[src/rtl/display_pkg.sv]
// Shared display package.
// Holds the digit geometry constants and the small types that the scan
// controller and the downstream anode decoder agree on.
//   DIGIT_W     bits per displayed hex digit
//   MAX_DIGITS  largest display supported by the 3-bit digit index
//   digit_idx_t digit index driven to the 3-to-8 anode decoder
//   nibble_t    one hex digit value for the segment encoder
//   word_t      full packed display word, digit 0 in the low nibble
package display_pkg;

  localparam int DIGIT_W    = 4;
  localparam int MAX_DIGITS = 8;

  typedef logic [2:0]                      digit_idx_t;
  typedef logic [DIGIT_W-1:0]              nibble_t;
  typedef logic [MAX_DIGITS*DIGIT_W-1:0]   word_t;

  // Nibble i of a display word lives at bits [4i+3:4i].
  function automatic nibble_t nibble_at(input word_t w, input digit_idx_t i);
    return w[{i, 2'b00} +: DIGIT_W];
  endfunction

endpackage

[src/rtl/display_scanner_if.sv]
// Bus between the display scanner and whoever owns the display word.
//
// Handshake: load is a single-cycle strobe with no ready/backpressure.
// value_in is meaningful only in a cycle where load is high; the scanner
// always accepts it. update_pending reports that an accepted word has not
// yet been committed to the display. All scanner outputs are driven from
// registers, so none depends combinationally on value_in or load.
//
// Signals:
//   value_in       32  display word, nibble i = value_in[4i+3:4i]
//   load            1  capture strobe for value_in
//   update_pending  1  a loaded word awaits its frame-boundary commit
//   digit_sel       3  current digit index (scan ring state)
//   digit_val       4  committed nibble at digit_sel
//   digit_blank     1  segment encoder must blank this digit
//   frame_done      1  pulse in the last cycle of each full scan
//
// Modports: master = word producer, slave = display_scanner.
interface display_scanner_if;
  import display_pkg::*;

  word_t      value_in;
  logic       load;
  logic       update_pending;
  digit_idx_t digit_sel;
  nibble_t    digit_val;
  logic       digit_blank;
  logic       frame_done;

  modport master (
    output value_in,
    output load,
    input  update_pending,
    input  digit_sel,
    input  digit_val,
    input  digit_blank,
    input  frame_done
  );

  modport slave (
    input  value_in,
    input  load,
    output update_pending,
    output digit_sel,
    output digit_val,
    output digit_blank,
    output frame_done
  );

endinterface

[src/rtl/refresh_prescaler.sv]
// Refresh prescaler for the display scanner.
// Counts 0..DIV-1 and wraps; tick is high in the final count so each digit
// of the scan stays selected for exactly DIV cycles.
//   clk    system clock, rising edge
//   reset  synchronous, active-high; counter restarts at 0
//   tick   high while the counter holds DIV-1
module refresh_prescaler #(
  parameter int DIV = 100_000
) (
  input  logic clk,
  input  logic reset,
  output logic tick
);

  localparam int W = (DIV > 1) ? $clog2(DIV) : 1;
  localparam logic [W-1:0] LAST = W'(DIV - 1);

  logic [W-1:0] cnt;

  always_ff @(posedge clk) begin
    if (reset) begin
      cnt <= '0;
    end else if (cnt == LAST) begin
      cnt <= '0;
    end else begin
      cnt <= cnt + W'(1);
    end
  end

  assign tick = (cnt == LAST);

endmodule

[src/rtl/display_scanner.sv]
// Time-multiplexing scan controller for an up-to-8-digit seven-segment
// display. Steps a digit index through the digits at a fixed refresh rate
// and presents the matching nibble of the committed display word. Loaded
// words are held in a shadow register and committed only at a frame
// boundary so no digit ever shows a torn value mid-scan.
//
// Parameters:
//   REFRESH_DIV  cycles each digit stays selected (>= 2)
//   NUM_DIGITS   digits scanned, 1..8
// Ports:
//   clk    system clock, rising edge
//   reset  synchronous, active-high
//   bus    display_scanner_if.slave (value_in, load, update_pending,
//          digit_sel, digit_val, digit_blank, frame_done)
// Optional build macro:
//   LEADING_ZERO_BLANK_EN  blank leading zero digits (digit 0 never blanked)
//
// The scan ring state is digit_sel itself (S0..S(N-1)), exposed on the bus.
module display_scanner
  import display_pkg::*;
#(
  parameter int REFRESH_DIV = 100_000,
  parameter int NUM_DIGITS  = 8
) (
  input  logic               clk,
  input  logic               reset,
  display_scanner_if.slave   bus
);

  localparam digit_idx_t LAST_IDX = digit_idx_t'(NUM_DIGITS - 1);

  logic       tick;
  logic       frame_done;
  digit_idx_t digit_sel;
  word_t      shadow;
  word_t      disp;
  logic       pending;

  refresh_prescaler #(
    .DIV (REFRESH_DIV)
  ) u_prescaler (
    .clk   (clk),
    .reset (reset),
    .tick  (tick)
  );

  assign frame_done = tick && (digit_sel == LAST_IDX);

  // Scan ring. With a single digit LAST_IDX is 0 so the index stays at 0.
  always_ff @(posedge clk) begin
    if (reset) begin
      digit_sel <= '0;
    end else if (tick) begin
      if (digit_sel == LAST_IDX) begin
        digit_sel <= '0;
      end else begin
        digit_sel <= digit_sel + digit_idx_t'(1);
      end
    end
  end

  // Shadow/commit. A load in the frame_done cycle bypasses the shadow and
  // lands in disp directly; the commit clear overrides the load's set, so
  // pending never rises for that load.
  always_ff @(posedge clk) begin
    if (reset) begin
      shadow  <= '0;
      disp    <= '0;
      pending <= 1'b0;
    end else begin
      if (bus.load) begin
        shadow  <= bus.value_in;
        pending <= 1'b1;
      end
      if (frame_done && (pending || bus.load)) begin
        disp    <= bus.load ? bus.value_in : shadow;
        pending <= 1'b0;
      end
    end
  end

`ifdef LEADING_ZERO_BLANK_EN
  // Walk from the top scanned digit down; a digit is blank while every
  // nibble from it upward is zero. Digit 0 always shows.
  logic [MAX_DIGITS-1:0] blank_mask;
  logic                  zero_above;

  always_comb begin
    blank_mask = '0;
    zero_above = 1'b1;
    for (int i = MAX_DIGITS - 1; i >= 0; i--) begin
      if (i < NUM_DIGITS) begin
        zero_above    = zero_above && (nibble_at(disp, digit_idx_t'(i)) == '0);
        blank_mask[i] = zero_above && (i != 0);
      end
    end
  end

  assign bus.digit_blank = blank_mask[digit_sel];
`else
  assign bus.digit_blank = 1'b0;
`endif

  assign bus.digit_sel      = digit_sel;
  assign bus.digit_val      = nibble_at(disp, digit_sel);
  assign bus.frame_done     = frame_done;
  assign bus.update_pending = pending;

endmodule

[src/flat_wrapper.sv]
// flat-port wrapper written by rule: the top's interface ports become plain ports
module display_scanner_flat import display_pkg::*;
#(
  parameter int REFRESH_DIV = 100_000,
  parameter int NUM_DIGITS  = 8
)
  (clk, reset, bus_value_in, bus_load, bus_update_pending, bus_digit_sel, bus_digit_val, bus_digit_blank, bus_frame_done);
  display_scanner_if bus_i ();
  input  logic clk;
  input  logic reset;
  input wire logic [$bits(bus_i.value_in)-1:0] bus_value_in;
  input wire logic [$bits(bus_i.load)-1:0] bus_load;
  output wire logic [$bits(bus_i.update_pending)-1:0] bus_update_pending;
  output wire logic [$bits(bus_i.digit_sel)-1:0] bus_digit_sel;
  output wire logic [$bits(bus_i.digit_val)-1:0] bus_digit_val;
  output wire logic [$bits(bus_i.digit_blank)-1:0] bus_digit_blank;
  output wire logic [$bits(bus_i.frame_done)-1:0] bus_frame_done;
  assign bus_i.value_in = bus_value_in;
  assign bus_i.load = bus_load;
  assign bus_update_pending = bus_i.update_pending;
  assign bus_digit_sel = bus_i.digit_sel;
  assign bus_digit_val = bus_i.digit_val;
  assign bus_digit_blank = bus_i.digit_blank;
  assign bus_frame_done = bus_i.frame_done;
  display_scanner #(.REFRESH_DIV(REFRESH_DIV), .NUM_DIGITS(NUM_DIGITS)) u_core (.clk(clk), .reset(reset), .bus(bus_i));
endmodule
[config.mk]
export PLATFORM = sky130hd
export DESIGN_NAME = display_scanner_flat
export DESIGN_NICKNAME = d
export VERILOG_FILES = /design/src/rtl/display_pkg.sv /design/src/rtl/display_scanner_if.sv /design/src/rtl/refresh_prescaler.sv /design/src/rtl/display_scanner.sv /design/src/flat_wrapper.sv
export SDC_FILE = /design/constraint.sdc
export NUM_CORES = 1
export LEC_CHECK = 0
export CAP_MARGIN = 40
export CORE_MARGIN = 2
export CORE_UTILIZATION = 55
export CTS_CLUSTER_SIZE = 12
export DETAILED_ROUTE_END_ITERATION = 16
export GPL_ROUTABILITY_DRIVEN = 0
export PLACE_DENSITY = 0.79
export SLEW_MARGIN = 0
export SYNTH_ARGS = -nofsm -noshare
export SYNTH_HDL_FRONTEND = slang
export SYNTH_SLANG_ARGS = --single-unit
[constraint.sdc]
create_clock -name clk -period 2.8 [get_ports clk]
set_clock_uncertainty 0.2 [all_clocks]
set_input_delay 0.84 -clock clk [delete_from_list [all_inputs] [get_ports clk]]
set_output_delay 0.84 -clock clk [all_outputs]
set_load 0.01 [all_outputs]
==> results of run 1 <==
synth_stat cells:
| cell | count | area (um2) |
|---|---|---|
| inv_1 | 5 | 18.77 |
| mux2_1 | 5 | 56.30 |
| mux2_2 | 31 | 349.1 |
| xnor2_1 | 14 | 122.6 |
| a21oi_1 | 2 | 10.01 |
| mux2i_1 | 33 | 330.3 |
| nor3_4 | 1 | 16.27 |
| nor3_1 | 4 | 20.02 |
| nand4b_1 | 1 | 8.760 |
| nand3_1 | 5 | 25.02 |
| nand2b_1 | 1 | 6.260 |
| nor2b_1 | 32 | 200.2 |
| nor2_1 | 56 | 210.2 |
| buf_4 | 1 | 7.510 |
| mux4_2 | 8 | 180.2 |
| dfxtp_1 | 85 | 1702 |
| nand4_1 | 6 | 37.54 |
| conb_1 | 1 | 3.750 |
| or4bb_1 | 1 | 11.26 |
| buf_6 | 3 | 33.78 |
| nor4_1 | 5 | 31.28 |
| or3b_2 | 1 | 8.760 |
| buf_2 | 2 | 10.01 |
| or4_1 | 2 | 15.01 |
| ha_1 | 3 | 37.54 |
| clkbuf_1 | 12 | 45.04 |
| buf_1 | 4 | 15.01 |
| xor2_1 | 1 | 8.760 |
| nand2_1 | 5 | 18.77 |
| or3_1 | 1 | 6.260 |
critical path: stages, from the launching register on:
cell     delay [ps]
dfxtp_2         320
or4_4           520
or4_4           550
nor2_4          130
buf_6           110
worst paths after layout:
path	start	end	slack (ps)	cells past startpoint
worst max-delay path	u_core.u_prescaler.cnt[11]$_SDFF_PP0_	bus_frame_done	-220	4
worst min-delay path	u_core.shadow[25]$_SDFF_PP0_	u_core.shadow[25]$_SDFF_PP0_	310	2
worst max register to register	u_core.u_prescaler.cnt[11]$_SDFF_PP0_	u_core.disp[0]$_SDFFE_PP0P_	-50	7
worst min register to register	u_core.shadow[25]$_SDFF_PP0_	u_core.shadow[25]$_SDFF_PP0_	310	2
report_power, final:
part / leakage (uW) / switching [uW] / total, uW / internal [uW]
clock network: 0.000116 / 436 / 1030 / 589
logic: 0.00107 / 68.1 / 149 / 80.7
registers: 0.000694 / 9.19 / 1250 / 1240
logic make-up (layout without fill, tap and decap cells):
group           Yosys count  count (layout)  synth area share, %
xor+xnor                 15              15                3.705
other cells               1               1               0.1058
flops                    85              85                47.99
buf+inv                  27              98                3.670
fa+ha+maj                 3               3                1.059
simple gates            121             121                17.36
compound gates            2               2               0.2823
mux                      77              77                25.83
flip-flops by register name (all words and copies together) (netlist names):
| name | cells |
|---|---|
| u_core.bus.digit_sel | 3 |
| u_core.bus.update_pending | 1 |
| u_core.disp | 32 |
| u_core.shadow | 32 |
| u_core.u_prescaler.cnt | 17 |
timing repair:
item                       4_1_cts  5_1_grt
gates cloned                     0        0
gates resized for setup         31       14
buffers inserted                 5        1
pin swaps                        3        3
setup endpoints to repair        6        5
layer usage:
metal,GRT usage [%],vias to the layer above
met1,26.53,1170
li1,-,1254
met5,0,-
met2,35.35,58
met4,9.384,0
met3,4.031,18
cell type report:
| class | instances | area, um2 | area share (%) |
|---|---|---|---|
| clock buffer | 9 | 123.9 | 2.712 |
| clock inverter | 6 | 111.4 | 2.438 |
| inverter | 5 | 18.77 | 0.4108 |
| multi-input combinational | 219 | 1759 | 38.51 |
| sequential | 85 | 1708 | 37.39 |
| tap | 77 | 96.34 | 2.109 |
| timing repair buffer | 78 | 750.7 | 16.43 |
metrics by stage:
step / worst slack (ps) / area [um2] / std cells / TNS, ps
after detailed placement: -417.2 / 4207 / 458 / -1422
after global routing: -264.1 / 4568 / 479 / -2720
after CTS: -219.7 / 4503 / 478 / -219.7
after floorplan: 51.56 / 3546 / 331 / 0
final: -222.2 / 4568 / 479 / -617.2
after global placement: -362.5 / 4207 / 458 / -1201
==> flow_summary.json, run 1 <==
{
  "syn_area_mm2": 0.003546,
  "dr.pass1.iters": 5,
  "grt_start_max_net_pins": 39,
  "ant_nets": 0,
  "antenna_cells": 0,
  "hold_slack_ps": 309.0,
  "rows": 29,
  "ctsHtreeMaxLevel": 3,
  "fin_ws_ps": -222.2,
  "worstPathMaxFanout": 2,
  "power_density_mw_per_mm2": 530.1,
  "cts_sinks": 85,
  "final_nets": 436,
  "report.final.slew_viol_count": 0,
  "required_ps": 1760,
  "path_clk_slew_ps": 80,
  "wl_met1_um": 3242,
  "fin_crit_sh_pct": 107.9,
  "min_path_type": "reg2reg",
  "cts_tree": "built",
  "netlist_instances": 331,
  "root_buffer": "clkbuf_8",
  "wl_met3_um": 335,
  "dieArea_mm2": 0.007106,
  "grt_usage_pct": 21.12,
  "grt_pass1_vias": 2483,
  "vdd_drop_max_uv": 368.9,
  "vias": 2500,
  "cts_hold_buf": 0,
  "grt_overflow": 0,
  "violations": "setup timing",
  "post-route-min-period_ps": 3022,
  "path_class": "reg2out",
  "die_x_um": 84.30,
  "status": "finished, violations left",
  "maxCapViolCount": 0,
  "leakage_uw": 0.001884,
  "grt_first_pass_wirelength_um": 11830,
  "route.final.wire_length_um": 7461,
  "start_util_pct": 56.49,
  "wl_met2_um": 3633,
  "area_growth_pct": 28.83,
  "nFillCells": 444,
  "synth_cell_type_count": 30,
  "synth_nets": 369,
  "cp-start-kind": "register",
  "arrival_ps": 1980,
  "final_cell_mix": "dfxtp_1, nor2_1, clkdlybuf4s50_1, mux2i_1, nor2b_1",
  "final_common_cell": "dfxtp_1",
  "antenna_found_initial": 0,
  "drive_above_1_share_pct": 25.87,
  "yosysSeqAreaShare_pct": 47.99,
  "clock_path_buffers": 2,
  "hold_viol": 0,
  "core_mm2": 0.006277,
  "utilization_pct": 72.77,
  "avgSynthCellArea_um2": 10.71,
  "setup_viol": 19,
  "fmax_mhz": 330.9,
  "ios": 45,
  "cts_buffers": 9,
  "first_iter_violations": 76,
  "ys_seq_elements": 85,
  "top_layer": "met4",
  "clock_latency_ps": 350,
  "routed_via_density": 5.219,
  "remaining_drc_errors": 0,
  "cp-end-kind": "primary output",
  "die_h_um": 84.30,
  "hpwlAfterDp_um": 4922,
  "power_uw": 2422,
  "post_drt_wl_per_cell_um": 15.58,
  "io_buffer_count": 43,
  "ys_warn_count": 0,
  "grt_setup_unrepaired": "yes"
}
(Power assumes the default switching activity.)
==> run 2: changes to the inputs <==
CTS_BUF_LIST = sky130_fd_sc_hd__clkbuf_4 sky130_fd_sc_hd__clkbuf_8 sky130_fd_sc_hd__clkbuf_16   (was default)
REMOVE_ABC_BUFFERS = 1   (was default)
==> flow_summary.json, run 2 (same netlist as run 1, synthesis figures left out) <==
{
  "start_util_pct": 56.49,
  "cp-start-kind": "register",
  "hold_viol": 0,
  "status": "finished, violations left",
  "crit_family": "simple AND/OR/NAND/NOR gates",
  "vias": 2491,
  "root_buffer": "clkbuf_8",
  "final_common_cell": "dfxtp_1",
  "pwr-share-comb_pct": 6.5,
  "final_cells": 480,
  "arrival_ps": 1970,
  "fin_ws_ps": -211.2,
  "cts_sinks": 85,
  "ios": 45,
  "rrSetupSlack_ps": 110,
  "route.final.wire_length_um": 6967,
  "cts_buffers": 9,
  "die_h_um": 84.30,
  "grt_overflow": 0,
  "io_buffer_count": 43,
  "antenna_cells": 0,
  "die_x_um": 84.30,
  "post-route-min-period_ps": 3011,
  "area_growth_pct": 27.56,
  "path_class": "reg2out",
  "leakage_uw": 0.001877,
  "cp_common_cell": "or4_4",
  "nFillCells": 467,
  "startpoint": "u_core.u_prescaler.cnt[13]$_SDFF_PP0_",
  "cp-end-kind": "primary output",
  "r2r_cells": 6,
  "power_uw": 2342,
  "path_clk_slew_ps": 80,
  "grt_usage_pct": 20.85,
  "grt_pass1_vias": 2454,
  "drive_above_1_share_pct": 26.30,
  "p_sw_share_pct": 20.85,
  "placed_cells": 459,
  "min_path_type": "reg2reg",
  "path_buf_inv": 1,
  "grt_first_pass_wirelength_um": 11560,
  "grt_setup_unrepaired": "yes",
  "grt_start_max_net_pins": 63,
  "design_area_mm2": 0.004523,
  "post_drt_wl_per_cell_um": 14.51,
  "setup_viol": 3,
  "worstPathMaxFanout": 2,
  "clock_path_buffers": 2,
  "report.final.slew_viol_count": 0,
  "crit_path_end": "bus_frame_done",
  "hpwlAfterDp_um": 4658,
  "routed_via_density": 5.190,
  "remaining_drc_errors": 0,
  "cp_num_cells": 4,
  "clock_latency_ps": 350,
  "maxCapViolCount": 0,
  "slowest_stage": "or4_4",
  "dr.pass1.iters": 4,
  "core_mm2": 0.006277,
  "critPathMaxStageDelay_ps": 540,
  "rows": 29,
  "power_density_mw_per_mm2": 517.8,
  "required_ps": 1760,
  "ant_nets": 0,
  "antenna_found_initial": 0,
  "fin_crit_sh_pct": 107.5,
  "reg2reg_from": "u_core.u_prescaler.cnt[13]$_SDFF_PP0_",
  "fmax_mhz": 332.1,
  "vdd_drop_max_uv": 392.5,
  "largest_registers": "u_core.disp: 32 flops, u_core.shadow: 32 flops, u_core.u_prescaler.cnt: 17 flops",
  "first_iter_violations": 86,
  "multi_input_comb_area_mm2": 0.001744,
  "reg2reg_to": "u_core.disp[16]$_SDFFE_PP0P_",
  "ctsHtreeMaxLevel": 3,
  "clkPwrFrac_pct": 40.2,
  "seqPwrFrac_pct": 53.3,
  "p_switching_uw": 488.4,
  "crit_chain": "or4_4, or4_4, nor2_4, buf_6",
  "place_area_mm2": 0.004214,
  "final_cell_mix": "dfxtp_1, nor2_1, clkdlybuf4s50_1, mux2i_1, nor2b_1",
  "cts_hold_buf": 0,
  "p_int_uw": 1854,
  "violations": "setup timing",
  "seq_area_mm2": 0.001707,
  "final_nets": 436,
  "cts_tree": "built",
  "dieArea_mm2": 0.007106
}
-- run 2: cell count changes in the layout (fill, tap and decap cells not counted) --
cell,delta
buf_12,-1
buf_4,+1
bufinv_16,-1
clkbuf_4,+3
dfxtp_1,-1
dfxtp_2,+2
dfxtp_4,-1
inv_6,-1
mux2_2,+4
mux2_4,-4
-- run 2: worst reg2reg max path: cells and delay by family, from the launching register on --
kind	cells	cell delay, ps
and+or+nand+nor	3	1260
buffers and inverters	2	430
muxes	1	370
DFF	1	330
-- run 2: worst min-delay path by stage --
stage | end | slack, ps | cells past startpoint | startpoint
3_3_place_gp | u_core.shadow[17]$_SDFF_PP0_ | 280 | 2 | u_core.shadow[17]$_SDFF_PP0_
5_1_grt | u_core.shadow[7]$_SDFF_PP0_ | 340 | 2 | u_core.shadow[7]$_SDFF_PP0_
3_5_place_dp | u_core.shadow[3]$_SDFF_PP0_ | 290 | 2 | u_core.shadow[3]$_SDFF_PP0_
4_1_cts | u_core.shadow[5]$_SDFF_PP0_ | 310 | 2 | u_core.shadow[5]$_SDFF_PP0_
2_1_floorplan | u_core.u_prescaler.cnt[0]$_SDFF_PP0_ | 230 | 1 | u_core.u_prescaler.cnt[0]$_SDFF_PP0_
6_report | u_core.shadow[12]$_SDFF_PP0_ | 310 | 2 | u_core.shadow[12]$_SDFF_PP0_
-- run 2: timing repair --
item,4_1_cts,5_1_grt
pin swaps,2,1
setup buffers,5,0
setup endpoints to repair,5,5
gates resized for setup,37,3
-- run 2: power by group through the flow --
| stage | clock network (uW) | logic [uW] | registers, uW |
|---|---|---|---|
| finish | 942 | 152 | 1250 |
| global route | 1020 | 168 | 1250 |
| detailed placement | 0 | 153 | 1280 |
| global placement | 0 | 149 | 1280 |
| CTS | 967 | 154 | 1250 |
| floorplan | 0 | 53.4 | 1280 |
-- run 2: per-stage QoR --
| stage | worst slack [ps] | hold WS (ps) | TNS (ps) | util [%] |
|---|---|---|---|---|
| 2_1_floorplan | -304.6 | 230.0 | -9587 | - |
| 3_3_place_gp | -289.7 | 280.7 | -301.4 | 67.13 |
| 3_5_place_dp | -327.5 | 288.4 | -384.8 | 67.13 |
| 4_1_cts | -232.1 | 311.9 | -430.8 | 71.88 |
| 5_1_grt | -276.5 | 335.6 | -634.7 | 72.06 |
| 6_report | -211.2 | 306.5 | -328.3 | 72.06 |
-- run 2: metal layers --
metal	GRT usage [%]	part of all wire [%]	up-vias
met4	7.918	1.6	0
met5	0	0	-
li1	-	-	1259
met3	6.686	4.7	9
met1	24.47	44	1171
met2	35.57	50	52
-- run 2: layout make-up --
cell class                      instances  share of cell area (%)
Clock buffer                           12                   3.237
Clock inverter                          4                   1.604
Inverter                                5                  0.4149
Multi-Input combinational cell        219                   38.56
Sequential cell                        85                   37.73
Tap cell                               77                   2.130
Timing Repair Buffer                   78                   16.32
